## src/rtl/icache_linefill_responder_pkg.sv

```systemverilog
// rtl/icache_linefill_responder_pkg.sv - shared types and constants for the icache line-fill responder
//
// Purpose : widths, request/response structs, completion opcode, responder FSM
//           state type and a line-alignment helper shared by the responder,
//           its request FIFO and its bus interface.
// Ports   : none (package).
// Config  : ICACHE_LINEFILL_RSP_EN adds the RSP state to the FSM state type.
package icache_linefill_responder_pkg;

  localparam int ADDR_WIDTH     = 32;
  localparam int TXNID_WIDTH    = 5;
  localparam int ENTRY_ID_WIDTH = 3;
  localparam int LINE_WIDTH     = 256;
  localparam int OPCODE_WIDTH   = 4;
  localparam int LINE_OFS       = $clog2(LINE_WIDTH / 8);

  localparam logic [OPCODE_WIDTH-1:0] RSP_OPCODE_LINEFILL_ACK = 4'h1;

  typedef struct packed {
    logic [ADDR_WIDTH-1:0]     addr;
    logic [TXNID_WIDTH-1:0]    txnid;
    logic [ENTRY_ID_WIDTH-1:0] entry_id;
  } linefill_req_t;

  typedef struct packed {
    logic [LINE_WIDTH-1:0]     data;
    logic [TXNID_WIDTH-1:0]    txnid;
    logic [ENTRY_ID_WIDTH-1:0] entry_id;
  } downstream_rxdat_t;

  typedef enum logic [2:0] {
    ST_IDLE,
    ST_MEM_RD,
    ST_WAIT,
    ST_SEND
`ifdef ICACHE_LINEFILL_RSP_EN
    , ST_RSP
`endif
  } rsp_state_e;

  // Clear the byte-within-line offset so memory always sees a line address.
  function automatic logic [ADDR_WIDTH-1:0] line_align(input logic [ADDR_WIDTH-1:0] addr);
    line_align = {addr[ADDR_WIDTH-1:LINE_OFS], {LINE_OFS{1'b0}}};
  endfunction

endpackage

```

## src/rtl/icache_linefill_responder_if.sv

```systemverilog
// rtl/icache_linefill_responder_if.sv - handshake bundle between icache, responder and memory
//
// Purpose : groups the txreq, memory read, memory response, rxdat and txrsp
//           channels of the line-fill responder.
// Modports: slave  - responder view (accepts txreq, issues mem reads, returns rxdat/txrsp)
//           master - environment view (icache + memory model), directions mirrored
interface icache_linefill_responder_if;
  import icache_linefill_responder_pkg::*;

  logic                      txreq_vld;
  logic                      txreq_rdy;
  logic [ADDR_WIDTH-1:0]     txreq_addr;
  logic [TXNID_WIDTH-1:0]    txreq_txnid;
  logic [ENTRY_ID_WIDTH-1:0] txreq_entry_id;

  logic                      mem_rd_vld;
  logic                      mem_rd_rdy;
  logic [ADDR_WIDTH-1:0]     mem_rd_addr;
  logic                      mem_rsp_vld;
  logic [LINE_WIDTH-1:0]     mem_rsp_data;

  logic                      rxdat_vld;
  logic                      rxdat_rdy;
  logic [LINE_WIDTH-1:0]     rxdat_data;
  logic [TXNID_WIDTH-1:0]    rxdat_txnid;
  logic [ENTRY_ID_WIDTH-1:0] rxdat_entry_id;

  logic                      txrsp_vld;
  logic                      txrsp_rdy;
  logic [OPCODE_WIDTH-1:0]   txrsp_opcode;

  modport slave (
    input  txreq_vld, txreq_addr, txreq_txnid, txreq_entry_id,
    output txreq_rdy,
    output mem_rd_vld, mem_rd_addr,
    input  mem_rd_rdy,
    input  mem_rsp_vld, mem_rsp_data,
    output rxdat_vld, rxdat_data, rxdat_txnid, rxdat_entry_id,
    input  rxdat_rdy,
    output txrsp_vld, txrsp_opcode,
    input  txrsp_rdy
  );

  modport master (
    output txreq_vld, txreq_addr, txreq_txnid, txreq_entry_id,
    input  txreq_rdy,
    input  mem_rd_vld, mem_rd_addr,
    output mem_rd_rdy,
    output mem_rsp_vld, mem_rsp_data,
    input  rxdat_vld, rxdat_data, rxdat_txnid, rxdat_entry_id,
    output rxdat_rdy,
    input  txrsp_vld, txrsp_opcode,
    output txrsp_rdy
  );

endinterface

```

## src/rtl/icache_linefill_responder_req_fifo.sv

```systemverilog
// rtl/icache_linefill_responder_req_fifo.sv - in-order request FIFO of line-fill requests
//
// Purpose : synchronous FIFO (module icache_linefill_req_fifo) holding
//           linefill_req_t entries; the head stays visible until popped.
// Ports   : clk, rst_n (async active-low)
//           push, push_data  - write side, ignored when full
//           pop              - read side, ignored when empty
//           head             - oldest entry
//           full, empty, count
module icache_linefill_req_fifo
  import icache_linefill_responder_pkg::*;
#(
  parameter int DEPTH = 4
) (
  input  logic                    clk,
  input  logic                    rst_n,
  input  logic                    push,
  input  linefill_req_t           push_data,
  input  logic                    pop,
  output linefill_req_t           head,
  output logic                    full,
  output logic                    empty,
  output logic [$clog2(DEPTH):0]  count
);

  localparam int PTR_W = $clog2(DEPTH);
  localparam logic [PTR_W:0] FULL_COUNT = (PTR_W + 1)'(DEPTH);

  linefill_req_t    mem_q [DEPTH];
  logic [PTR_W-1:0] wr_ptr;
  logic [PTR_W-1:0] rd_ptr;
  logic             do_push;
  logic             do_pop;

  assign full    = (count == FULL_COUNT);
  assign empty   = (count == '0);
  assign do_push = push && !full;
  assign do_pop  = pop && !empty;
  assign head    = mem_q[rd_ptr];

  always_ff @(posedge clk) begin
    if (do_push) begin
      mem_q[wr_ptr] <= push_data;
    end
  end

  // Pointers are exactly log2(DEPTH) wide, so increment wraps modulo DEPTH.
  always_ff @(posedge clk or negedge rst_n) begin
    if (!rst_n) begin
      wr_ptr <= '0;
      rd_ptr <= '0;
      count  <= '0;
    end else begin
      if (do_push) begin
        wr_ptr <= wr_ptr + 1'b1;
      end
      if (do_pop) begin
        rd_ptr <= rd_ptr + 1'b1;
      end
      case ({do_push, do_pop})
        2'b10:   count <= count + 1'b1;
        2'b01:   count <= count - 1'b1;
        default: count <= count;
      endcase
    end
  end

endmodule

```

## src/rtl/icache_linefill_responder.sv

```systemverilog
// rtl/icache_linefill_responder.sv - downstream responder returning icache line fills from memory
//
// Purpose : queues icache line-fill requests in order, reads each line from
//           memory (one read outstanding) and returns it on rxdat tagged with
//           the request's txnid and MSHR entry id.
// Ports   : clk, rst_n (async active-low)
//           bus (icache_linefill_responder_if.slave):
//             txreq_*  - request in (addr, txnid, entry_id); rdy = FIFO not full
//             mem_rd_* - line-aligned memory read request
//             mem_rsp_* - memory line data, taken only while waiting for it
//             rxdat_*  - line data + echoed txnid/entry_id out
//             txrsp_*  - completion ack (only with ICACHE_LINEFILL_RSP_EN)
// Config  : ICACHE_LINEFILL_RSP_EN - after each rxdat handshake, send a
//           LINEFILL_ACK on txrsp before starting the next request.
module icache_linefill_responder
  import icache_linefill_responder_pkg::*;
#(
  parameter int FIFO_DEPTH = 4
) (
  input  logic                          clk,
  input  logic                          rst_n,
  icache_linefill_responder_if.slave    bus
);

  rsp_state_e state;
  rsp_state_e state_nxt;

  linefill_req_t                 push_req;
  linefill_req_t                 head;
  logic                          fifo_full;
  logic                          fifo_empty;
  logic [$clog2(FIFO_DEPTH):0]   fifo_count;
  logic                          push;
  logic                          pop;
  logic                          capture;

  logic [LINE_WIDTH-1:0]         line_q;
  logic [TXNID_WIDTH-1:0]        txnid_q;
  logic [ENTRY_ID_WIDTH-1:0]     entry_id_q;

  // Ready is not pop-aware: a full FIFO refuses even if a pop happens this cycle.
  assign bus.txreq_rdy     = !fifo_full;
  assign push              = bus.txreq_vld && !fifo_full;
  assign push_req.addr     = bus.txreq_addr;
  assign push_req.txnid    = bus.txreq_txnid;
  assign push_req.entry_id = bus.txreq_entry_id;

  icache_linefill_req_fifo #(
    .DEPTH (FIFO_DEPTH)
  ) u_req_fifo (
    .clk       (clk),
    .rst_n     (rst_n),
    .push      (push),
    .push_data (push_req),
    .pop       (pop),
    .head      (head),
    .full      (fifo_full),
    .empty     (fifo_empty),
    .count     (fifo_count)
  );

  always_ff @(posedge clk or negedge rst_n) begin
    if (!rst_n) begin
      state <= ST_IDLE;
    end else begin
      state <= state_nxt;
    end
  end

  // The head entry is only popped after rxdat handshakes, so its txnid and
  // entry id are still available when the memory data arrives.
  always_comb begin
    state_nxt = state;
    pop       = 1'b0;
    capture   = 1'b0;
    case (state)
      ST_IDLE: begin
        // A same-cycle push already counts, giving the 3-cycle minimum latency.
        if (fifo_count != '0 || push) begin
          state_nxt = ST_MEM_RD;
        end
      end
      ST_MEM_RD: begin
        if (bus.mem_rd_rdy) begin
          state_nxt = ST_WAIT;
        end
      end
      ST_WAIT: begin
        if (bus.mem_rsp_vld) begin
          capture   = 1'b1;
          state_nxt = ST_SEND;
        end
      end
      ST_SEND: begin
        if (bus.rxdat_rdy) begin
          pop = !fifo_empty;
`ifdef ICACHE_LINEFILL_RSP_EN
          state_nxt = ST_RSP;
`else
          state_nxt = ST_IDLE;
`endif
        end
      end
`ifdef ICACHE_LINEFILL_RSP_EN
      ST_RSP: begin
        if (bus.txrsp_rdy) begin
          state_nxt = ST_IDLE;
        end
      end
`endif
      default: begin
        state_nxt = ST_IDLE;
      end
    endcase
  end

  always_ff @(posedge clk or negedge rst_n) begin
    if (!rst_n) begin
      line_q     <= '0;
      txnid_q    <= '0;
      entry_id_q <= '0;
    end else if (capture) begin
      line_q     <= bus.mem_rsp_data;
      txnid_q    <= head.txnid;
      entry_id_q <= head.entry_id;
    end
  end

  assign bus.mem_rd_vld     = (state == ST_MEM_RD);
  assign bus.mem_rd_addr    = (state == ST_MEM_RD) ? line_align(head.addr) : '0;

  assign bus.rxdat_vld      = (state == ST_SEND);
  assign bus.rxdat_data     = line_q;
  assign bus.rxdat_txnid    = txnid_q;
  assign bus.rxdat_entry_id = entry_id_q;

`ifdef ICACHE_LINEFILL_RSP_EN
  assign bus.txrsp_vld      = (state == ST_RSP);
  assign bus.txrsp_opcode   = (state == ST_RSP) ? RSP_OPCODE_LINEFILL_ACK : '0;
`else
  logic unused_txrsp_rdy;
  assign unused_txrsp_rdy   = bus.txrsp_rdy;
  assign bus.txrsp_vld      = 1'b0;
  assign bus.txrsp_opcode   = '0;
`endif

endmodule

```

## src/flat_wrapper.sv

```systemverilog
// flat-port wrapper written by rule: the top's interface ports become plain ports
module icache_linefill_responder_flat import icache_linefill_responder_pkg::*;
#(
  parameter int FIFO_DEPTH = 4
)
  (clk, rst_n, bus_txreq_vld, bus_txreq_addr, bus_txreq_txnid, bus_txreq_entry_id, bus_txreq_rdy, bus_mem_rd_vld, bus_mem_rd_addr, bus_mem_rd_rdy, bus_mem_rsp_vld, bus_mem_rsp_data, bus_rxdat_vld, bus_rxdat_data, bus_rxdat_txnid, bus_rxdat_entry_id, bus_rxdat_rdy, bus_txrsp_vld, bus_txrsp_opcode, bus_txrsp_rdy);
  icache_linefill_responder_if bus_i ();
  input  logic clk;
  input  logic rst_n;
  input wire logic [$bits(bus_i.txreq_vld)-1:0] bus_txreq_vld;
  input wire logic [$bits(bus_i.txreq_addr)-1:0] bus_txreq_addr;
  input wire logic [$bits(bus_i.txreq_txnid)-1:0] bus_txreq_txnid;
  input wire logic [$bits(bus_i.txreq_entry_id)-1:0] bus_txreq_entry_id;
  output wire logic [$bits(bus_i.txreq_rdy)-1:0] bus_txreq_rdy;
  output wire logic [$bits(bus_i.mem_rd_vld)-1:0] bus_mem_rd_vld;
  output wire logic [$bits(bus_i.mem_rd_addr)-1:0] bus_mem_rd_addr;
  input wire logic [$bits(bus_i.mem_rd_rdy)-1:0] bus_mem_rd_rdy;
  input wire logic [$bits(bus_i.mem_rsp_vld)-1:0] bus_mem_rsp_vld;
  input wire logic [$bits(bus_i.mem_rsp_data)-1:0] bus_mem_rsp_data;
  output wire logic [$bits(bus_i.rxdat_vld)-1:0] bus_rxdat_vld;
  output wire logic [$bits(bus_i.rxdat_data)-1:0] bus_rxdat_data;
  output wire logic [$bits(bus_i.rxdat_txnid)-1:0] bus_rxdat_txnid;
  output wire logic [$bits(bus_i.rxdat_entry_id)-1:0] bus_rxdat_entry_id;
  input wire logic [$bits(bus_i.rxdat_rdy)-1:0] bus_rxdat_rdy;
  output wire logic [$bits(bus_i.txrsp_vld)-1:0] bus_txrsp_vld;
  output wire logic [$bits(bus_i.txrsp_opcode)-1:0] bus_txrsp_opcode;
  input wire logic [$bits(bus_i.txrsp_rdy)-1:0] bus_txrsp_rdy;
  assign bus_i.txreq_vld = bus_txreq_vld;
  assign bus_i.txreq_addr = bus_txreq_addr;
  assign bus_i.txreq_txnid = bus_txreq_txnid;
  assign bus_i.txreq_entry_id = bus_txreq_entry_id;
  assign bus_txreq_rdy = bus_i.txreq_rdy;
  assign bus_mem_rd_vld = bus_i.mem_rd_vld;
  assign bus_mem_rd_addr = bus_i.mem_rd_addr;
  assign bus_i.mem_rd_rdy = bus_mem_rd_rdy;
  assign bus_i.mem_rsp_vld = bus_mem_rsp_vld;
  assign bus_i.mem_rsp_data = bus_mem_rsp_data;
  assign bus_rxdat_vld = bus_i.rxdat_vld;
  assign bus_rxdat_data = bus_i.rxdat_data;
  assign bus_rxdat_txnid = bus_i.rxdat_txnid;
  assign bus_rxdat_entry_id = bus_i.rxdat_entry_id;
  assign bus_i.rxdat_rdy = bus_rxdat_rdy;
  assign bus_txrsp_vld = bus_i.txrsp_vld;
  assign bus_txrsp_opcode = bus_i.txrsp_opcode;
  assign bus_i.txrsp_rdy = bus_txrsp_rdy;
  icache_linefill_responder #(.FIFO_DEPTH(FIFO_DEPTH)) u_core (.clk(clk), .rst_n(rst_n), .bus(bus_i));
endmodule
```

## config.mk

```make
export PLATFORM = sky130hd
export DESIGN_NAME = icache_linefill_responder_flat
export DESIGN_NICKNAME = d
export VERILOG_FILES = /design/src/rtl/icache_linefill_responder_pkg.sv /design/src/rtl/icache_linefill_responder_if.sv /design/src/rtl/icache_linefill_responder_req_fifo.sv /design/src/rtl/icache_linefill_responder.sv /design/src/flat_wrapper.sv
export SDC_FILE = /design/constraint.sdc
export NUM_CORES = 1
export LEC_CHECK = 0
export CAP_MARGIN = 20
export CORE_AREA = 2 2 238 240
export CTS_CLUSTER_DIAMETER = 120
export DETAILED_ROUTE_END_ITERATION = 16
export DIE_AREA = 0 0 240 242
export GPL_TIMING_DRIVEN = 0
export MAX_ROUTING_LAYER = met4
export SLEW_MARGIN = 5
export SYNTH_ARGS = -nofsm -noshare
export SYNTH_HDL_FRONTEND = slang
export SYNTH_SLANG_ARGS = --single-unit
```

## constraint.sdc

```tcl
create_clock -name clk -period 2.6 [get_ports clk]
set_input_delay 0.52 -clock clk [delete_from_list [all_inputs] [get_ports clk]]
set_output_delay 0.52 -clock clk [all_outputs]
set_load 0.005 [all_outputs]
```

==> metrics.txt, run 1 <==
status=complete, but fails checks; violated checks=negative setup slack; Worst Path Max Fanout=5; PD cells=approximately 1200 mW/mm^2; Reg2Reg Capture Point=u_core.bus.rxdat_data[31]$_DFFE_PN0P_; die width=240 um; Crit Path Class=flip-flop to output pin; GRT Total Usage=0.1685; leakage power=9.672 nW; detailed placement HPWL=around 37000 um; number of port buffers=590; max-slew violation count=0; crit path from=u_core.u_req_fifo.rd_ptr[0]$_DFFE_PN0P_; Post-Syn Area=~0.016 sq mm; reg2reg start=u_core.state[0]$_DFFE_PN0P_; die area=0.05808 sq mm; CTS Buf Count=46; #FFs+latches synth=413; relative slew slack=0.5504; H-tree depth=2; switching power of the nets=8.116 mW; Finished Core Util=0.4396; WP data required=~2.1 ns; fill count=5063; share of layout cells above drive strength 1=0.3192; clk slew on worst S/H paths=0.06 ns; Starting Density=0.2810; via count=9783; Worst Hold Depth=1; Area growth, synth to finish=56.43%; Placer Congestion=approximately 0.85; Vias per Instance=~4.3; Worst Slack Setup Final=-0.07543 ns; Largest stage delay, worst path=about 0.40 ns; Synth area leader=dfrtp_1; Final nets=1815; Clock power frac=0.222; Comb pwr share=0.408; die height=242 um; CP cell instances=buf_12 -> buf_12 -> buf_16 -> buf_6 -> mux4_2 -> and2_4 -> buf_6; total I/O pin count=607; period utilisation layout=1.029; Yosys Warn Count=0; drt wl/cell=21.23 um; CP Capture Point=bus_mem_rd_addr[14]; CP startpoint kind=flip-flop; clk_lat worst skew=about 0.58 ns; Reg2Reg Depth=6; mean post-synth cell area=18.80 sq um; vias in the first global route=10410; endpoints failing hold=0; Clock Skew=0.01843 ns; Int Power=20.82 mW; Root Driver=clkbuf_16; CTS Sinks=413; largest cells by area after synthesis=dfrtp_1 44%, edfxtp_1 27%, mux2_2 19%; Mapped Cells=833; initial antenna violation count=4; Final ANT Viol Nets=0; Seq/Total Area, Yosys=0.7046; Max Cap Viol=0; DRC viols=0; global route overflow=0; Critical Path Sink Type=output pin; RSZ-0062 raised after global routing=true; largest net degree at the start of global routing=110; final setup violating endpoints=4; CTS tree=yes; Flop pwr share=0.370; Max Fclk=373.8 MHz; Distinct cells, synth=26; area of the core=between 0.05 and 0.06 sq mm; row count=87; switching power share of the total=0.2805; number of DRC markers in iteration 0=429; Least-Margin Pin Slew=roughly 0.67 ns; slowest CP cell=mux4_2; top cell type's share of synthesized area=0.4362; Critical Path AT=approximately 2.2 ns; Worst VDD drop=0.5360 mV; TritonRoute pass-1 iters=4; min Tclk post-route=2.675 ns; Post-Route WL=48750 um; R2R Setup Slk=0.28 ns; setup TNS=-0.1246 ns; Hold Crit Class=flip-flop to flip-flop; Fin Hold WS=between 0.4 and 0.5 ns; Clock Tree Buf Depth=3; first-pass GRT wire length=69770 um
-- critical path: cells and delay by family (launching register included) --
family	cells	cell delay, ns
simple gates	1	0.15
mux	1	0.40
buf+inv	5	0.62
flops	1	0.39
-- registers in the layout, indices dropped and copies added (netlist names) --
register / count
u_core.u_req_fifo.rd_ptr: 2
u_core.u_req_fifo.mem_q: 140
u_core.u_req_fifo.count: 3
u_core.state: 2
u_core.bus.rxdat_txnid: 5
u_core.u_req_fifo.wr_ptr: 2
u_core.bus.rxdat_entry_id: 3
u_core.bus.rxdat_data: 256
-- cell usage in the layout, fill, tap and decap left out, types with 7 or more instances in the layout --
cell / instances
buf_6: 27
buf_2: 28
edfxtp_1: 140
buf_12: 9
dfrtp_1: 272
and2_4: 27
inv_1: 7
mux4_2: 29
ha_1: 8
buf_4: 22
clkbuf_1: 13
clkdlybuf4s50_1: 562
mux2_2: 267
conb_1: 10
clkbuf_16: 46
-- power groups by stage --
stage	sequential (mW)	combinational, mW	clock (mW)
6_report	10.7	11.8	6.41
5_1_grt	11.0	12.6	6.89
4_1_cts	10.7	12.1	6.64
3_5_place_dp	10.8	11.4	0
3_3_place_gp	10.7	11.2	0
2_1_floorplan	10.8	4.30	0
-- cells in the mapped netlist --
cell type and number:
conb_1 1, mux4_2 22, o311a_1 1, buf_2 30, nor2_1 4, xnor2_1 4, dfrtp_1 273, inv_1 7
nand2b_1 1, and3_1 4, buf_12 1, nand3_1 1, a22oi_1 1, xor2_1 2, and2_1 28, buf_6 1
fa_1 1, mux4_1 13, a32o_1 1, clkbuf_1 5, nand2_1 3, buf_4 12, nand4bb_1 1, ha_1 9
edfxtp_1 140, mux2_2 267
-- metal layers --
metal,up-vias,global-route usage,routed length [um]
met4,0,0.05554,1392
met2,339,0.2744,23680
met3,77,0.05401,4069
met1,4967,0.1966,19610
met5,-,-,0
li1,4400,-,-
-- worst min path at each step --
| stage | from | to | slack [ns] |
|---|---|---|---|
| 6_report | u_core.bus.rxdat_data[145]$_DFFE_PN0P_ | u_core.bus.rxdat_data[145]$_DFFE_PN0P_ | 0.50 |
| 2_1_floorplan | rst_n | u_core.bus.rxdat_data[0]$_DFFE_PN0P_ | 0.22 |
| 3_5_place_dp | u_core.bus.rxdat_data[21]$_DFFE_PN0P_ | u_core.bus.rxdat_data[21]$_DFFE_PN0P_ | 0.49 |
| 4_1_cts | rst_n | u_core.bus.rxdat_data[255]$_DFFE_PN0P_ | 0.50 |
| 5_1_grt | u_core.bus.rxdat_data[185]$_DFFE_PN0P_ | u_core.bus.rxdat_data[185]$_DFFE_PN0P_ | 0.51 |
| 3_3_place_gp | u_core.bus.rxdat_data[1]$_DFFE_PN0P_ | u_core.bus.rxdat_data[1]$_DFFE_PN0P_ | 0.48 |
-- final cells by class --
cell class,count,area (sq um),area share
well taps,756,945.9,0.03861
multi-input cells,373,4402,0.1797
clock buffers,64,1279,0.05219
plain buffers,47,316.6,0.01292
clock inverters,17,201.4,0.008222
inverters,7,26.28,0.001072
repair buffers,614,6280,0.2563
diodes,5,12.51,0.0005107
flip-flops and latches,413,11040,0.4505
-- logic make-up after synthesis --
logic type,count (synthesis),share of synthesized area
flip-flops,413,0.7046
multiplexers,302,0.2454
buffers and inverters,56,0.02021
AND/OR/NAND/NOR,42,0.01590
adder cells (fa/ha/maj),10,0.008469
XOR/XNOR,6,0.003355
AO/OA/AOI/OAI,3,0.001758
other,1,0.0002394
-- what timing repair did --
item / in CTS / in global routing
resized for setup: 188 / 11
setup endpoints to repair: 29 / 26
pin swaps: 25 / 0
hold endpoints to repair: 69 / 0
cloned: 2 / 0
hold buffers: 1 / 0
setup buffers: 14 / 2
-- stage by stage --
stage | total power [mW] | setup WS (ns) | cells | instance area (sq um)
5_1_grt | 30.52 | -0.1548 | 2295 | 24500
3_5_place_dp | 22.21 | -0.2799 | 2194 | 22690
2_1_floorplan | 15.08 | 0.6443 | 842 | 15700
4_1_cts | 29.43 | -0.1553 | 2291 | 24480
3_3_place_gp | 21.93 | -11.50 | 2188 | 22550
6_report | 28.94 | -0.07543 | 2296 | 24500
No activity file was read; power rests on OpenSTA's default activity.
==> run 2, diff against run 1 <==
TNS_END_PERCENT = 50   (was default)
==> metrics.txt, run 2 (same netlist as run 1, synthesis figures left out) <==
final setup violating endpoints=6 (was 4); placed cell areas=0.02269 sq mm (unchanged); Placer Congestion=0.8464 (unchanged); drt wl/cell=21.26 um (was 21.23 um); Fin Hold WS=0.4997 ns (was 0.4996 ns); CTS Buf Count=46 (unchanged); die width=240 um (unchanged); Crit Path Class=flip-flop to output pin (unchanged); DRC viols=0 (unchanged); initial antenna violation count=4 (unchanged); first-pass GRT wire length=69780 um (was 69770 um); leakage power=9.659 nW (was 9.672 nW); clk_lat worst skew=0.58 ns (about the same); DP Cell Count=2194 (unchanged); Layout Cell Area excl Fill=0.02446 sq mm (was 0.02450 sq mm); Clock Skew=0.01782 ns (was 0.01843 ns); Multi-input gate area=0.004402 sq mm (unchanged); Clock Tree Buf Depth=3 (unchanged); relative slew slack=0.5530 (was 0.5504); flip-flop and latch area=0.01104 sq mm (unchanged); PD cells=1181 mW/mm^2 (about the same); Vias per Instance=4.262 (was 4.261); CTS tree=yes (unchanged); GR Util met3=0.05401 (unchanged); GR Layer Usage met2=0.2744 (unchanged); RSZ-0062 raised after global routing=true (unchanged); max FFs per register=256 (unchanged); Critical Path Sink Type=output pin (unchanged); most frequent cells in the layout=562 x clkdlybuf4s50_1, 272 x dfrtp_1, 267 x mux2_2 (unchanged); busiest layer in global routing=met2 (unchanged); Worst Slack Setup Final=-0.07396 ns (was -0.07543 ns); Tot Pwr=28.90 mW (was 28.94 mW); Least-Margin Pin Slew=0.6706 ns (was 0.6745 ns); CP startpoint kind=flip-flop (unchanged); Clock power frac=0.222 (about the same); switching power share of the total=0.2808 (was 0.2805); Flop pwr share=0.371 (was 0.370); met1 track demand over resource=0.1966 (about the same); min Tclk post-route=2.674 ns (was 2.675 ns); fin cells=2294 (was 2296); TritonRoute pass-1 iters=4 (unchanged); global route overflow=0 (unchanged); Comb pwr share=0.407 (was 0.408); detailed placement HPWL=36650 um (unchanged); Int Power=20.79 mW (was 20.82 mW); most common cell after layout, fill and taps aside=clkdlybuf4s50_1 (unchanged); period utilisation layout=1.028 (was 1.029); violated checks=negative setup slack (unchanged); die area=0.05808 sq mm (unchanged); share of layout cells above drive strength 1=0.3188 (was 0.3192); status=complete, but fails checks (unchanged); CTS Sinks=413 (unchanged); Area growth, synth to finish=56.20% (was 56.43%); fill count=5068 (was 5063); Finished Core Util=0.4389 (was 0.4396); vias in the first global route=10410 (about the same); area of the core=0.05573 sq mm (unchanged); Worst Path Max Fanout=5 (unchanged); Root Driver=clkbuf_16 (unchanged); switching power of the nets=8.116 mW (about the same); max-slew violation count=0 (unchanged); Worst VDD drop=0.5347 mV (was 0.5360 mV); via count=9777 (was 9783); WP data required=2.08 ns (about the same); number of port buffers=590 (unchanged); clk slew on worst S/H paths=0.06 ns (about the same); die height=242 um (unchanged); endpoints failing hold=0 (unchanged); row count=87 (unchanged); Starting Density=0.2810 (unchanged); number of DRC markers in iteration 0=448 (was 429); GRT Total Usage=0.1685 (about the same); Hold Crit Class=flip-flop to flip-flop (unchanged); Critical Path AT=2.15 ns (was 2.16 ns); total I/O pin count=607 (unchanged); Max Fclk=374.0 MHz (was 373.8 MHz); Final ANT Viol Nets=0 (unchanged); post-place setup slack=-0.2799 ns (unchanged); Max Cap Viol=0 (unchanged); Final nets=1814 (was 1815); setup TNS=-0.1306 ns (was -0.1246 ns); largest net degree at the start of global routing=110 (unchanged); Post-Route WL=48780 um (was 48750 um); H-tree depth=2 (unchanged)
==> run 2: final timing paths <==
path	startpoint	end	slack (ns)	cells after the start
min	u_core.bus.rxdat_data[145]$_DFFE_PN0P_	u_core.bus.rxdat_data[145]$_DFFE_PN0P_	0.50	1
min reg2reg	u_core.bus.rxdat_data[145]$_DFFE_PN0P_	u_core.bus.rxdat_data[145]$_DFFE_PN0P_	0.50	1
min in group asynchronous	rst_n	u_core.bus.rxdat_data[255]$_DFFE_PN0P_	0.51	2
max in group asynchronous	rst_n	u_core.bus.rxdat_data[109]$_DFFE_PN0P_	1.08	3
max	u_core.u_req_fifo.rd_ptr[0]$_DFFE_PN0P_	bus_mem_rd_addr[14]	-0.07	7
max reg2reg	u_core.state[0]$_DFFE_PN0P_	u_core.bus.rxdat_data[31]$_DFFE_PN0P_	0.28	6
==> run 2: layout make-up <==
cell class / count / area share
sequential: 413 / 0.4512
timing repair buffer: 613 / 0.2553
multi-input combinational: 373 / 0.1799
clock buffer: 64 / 0.05227
tap: 756 / 0.03867
buffer: 47 / 0.01294
clock inverter: 17 / 0.008234
inverter: 7 / 0.001074
antenna: 4 / 0.0004092
==> run 2: power by group through the flow <==
stage / clock network [mW] / registers (mW) / logic [mW]
floorplan: 0 / 10.8 / 4.30
global placement: 0 / 10.7 / 11.2
detailed placement: 0 / 10.8 / 11.4
CTS: 6.64 / 10.7 / 12.0
global route: 6.89 / 11.0 / 12.6
finish: 6.42 / 10.7 / 11.8
==> run 2: worst max-delay path: stages (launching register included) <==
cell and delay [ns]:
dfrtp_1 0.39, buf_12 0.14, buf_12 0.13, buf_16 0.13, buf_6 0.11, mux4_2 0.40, and2_4 0.15, buf_6 0.11
==> run 2: layer usage <==
metal | wire (um) | share of wire | vias to the layer above
li1 | - | - | 4394
met1 | 19570 | 0.40 | 4955
met2 | 23720 | 0.49 | 353
met3 | 4114 | 0.084 | 75
met4 | 1374 | 0.028 | 0
met5 | 0 | 0 | -
==> run 2: timing repair <==
item	in CTS	in global routing
gates resized for setup	178	13
endpoints found under the hold margin	69	0
pin swaps	25	0
setup buffers	13	2
hold buffers	1	0
endpoints found under the setup margin	29	26
cloned	2	0
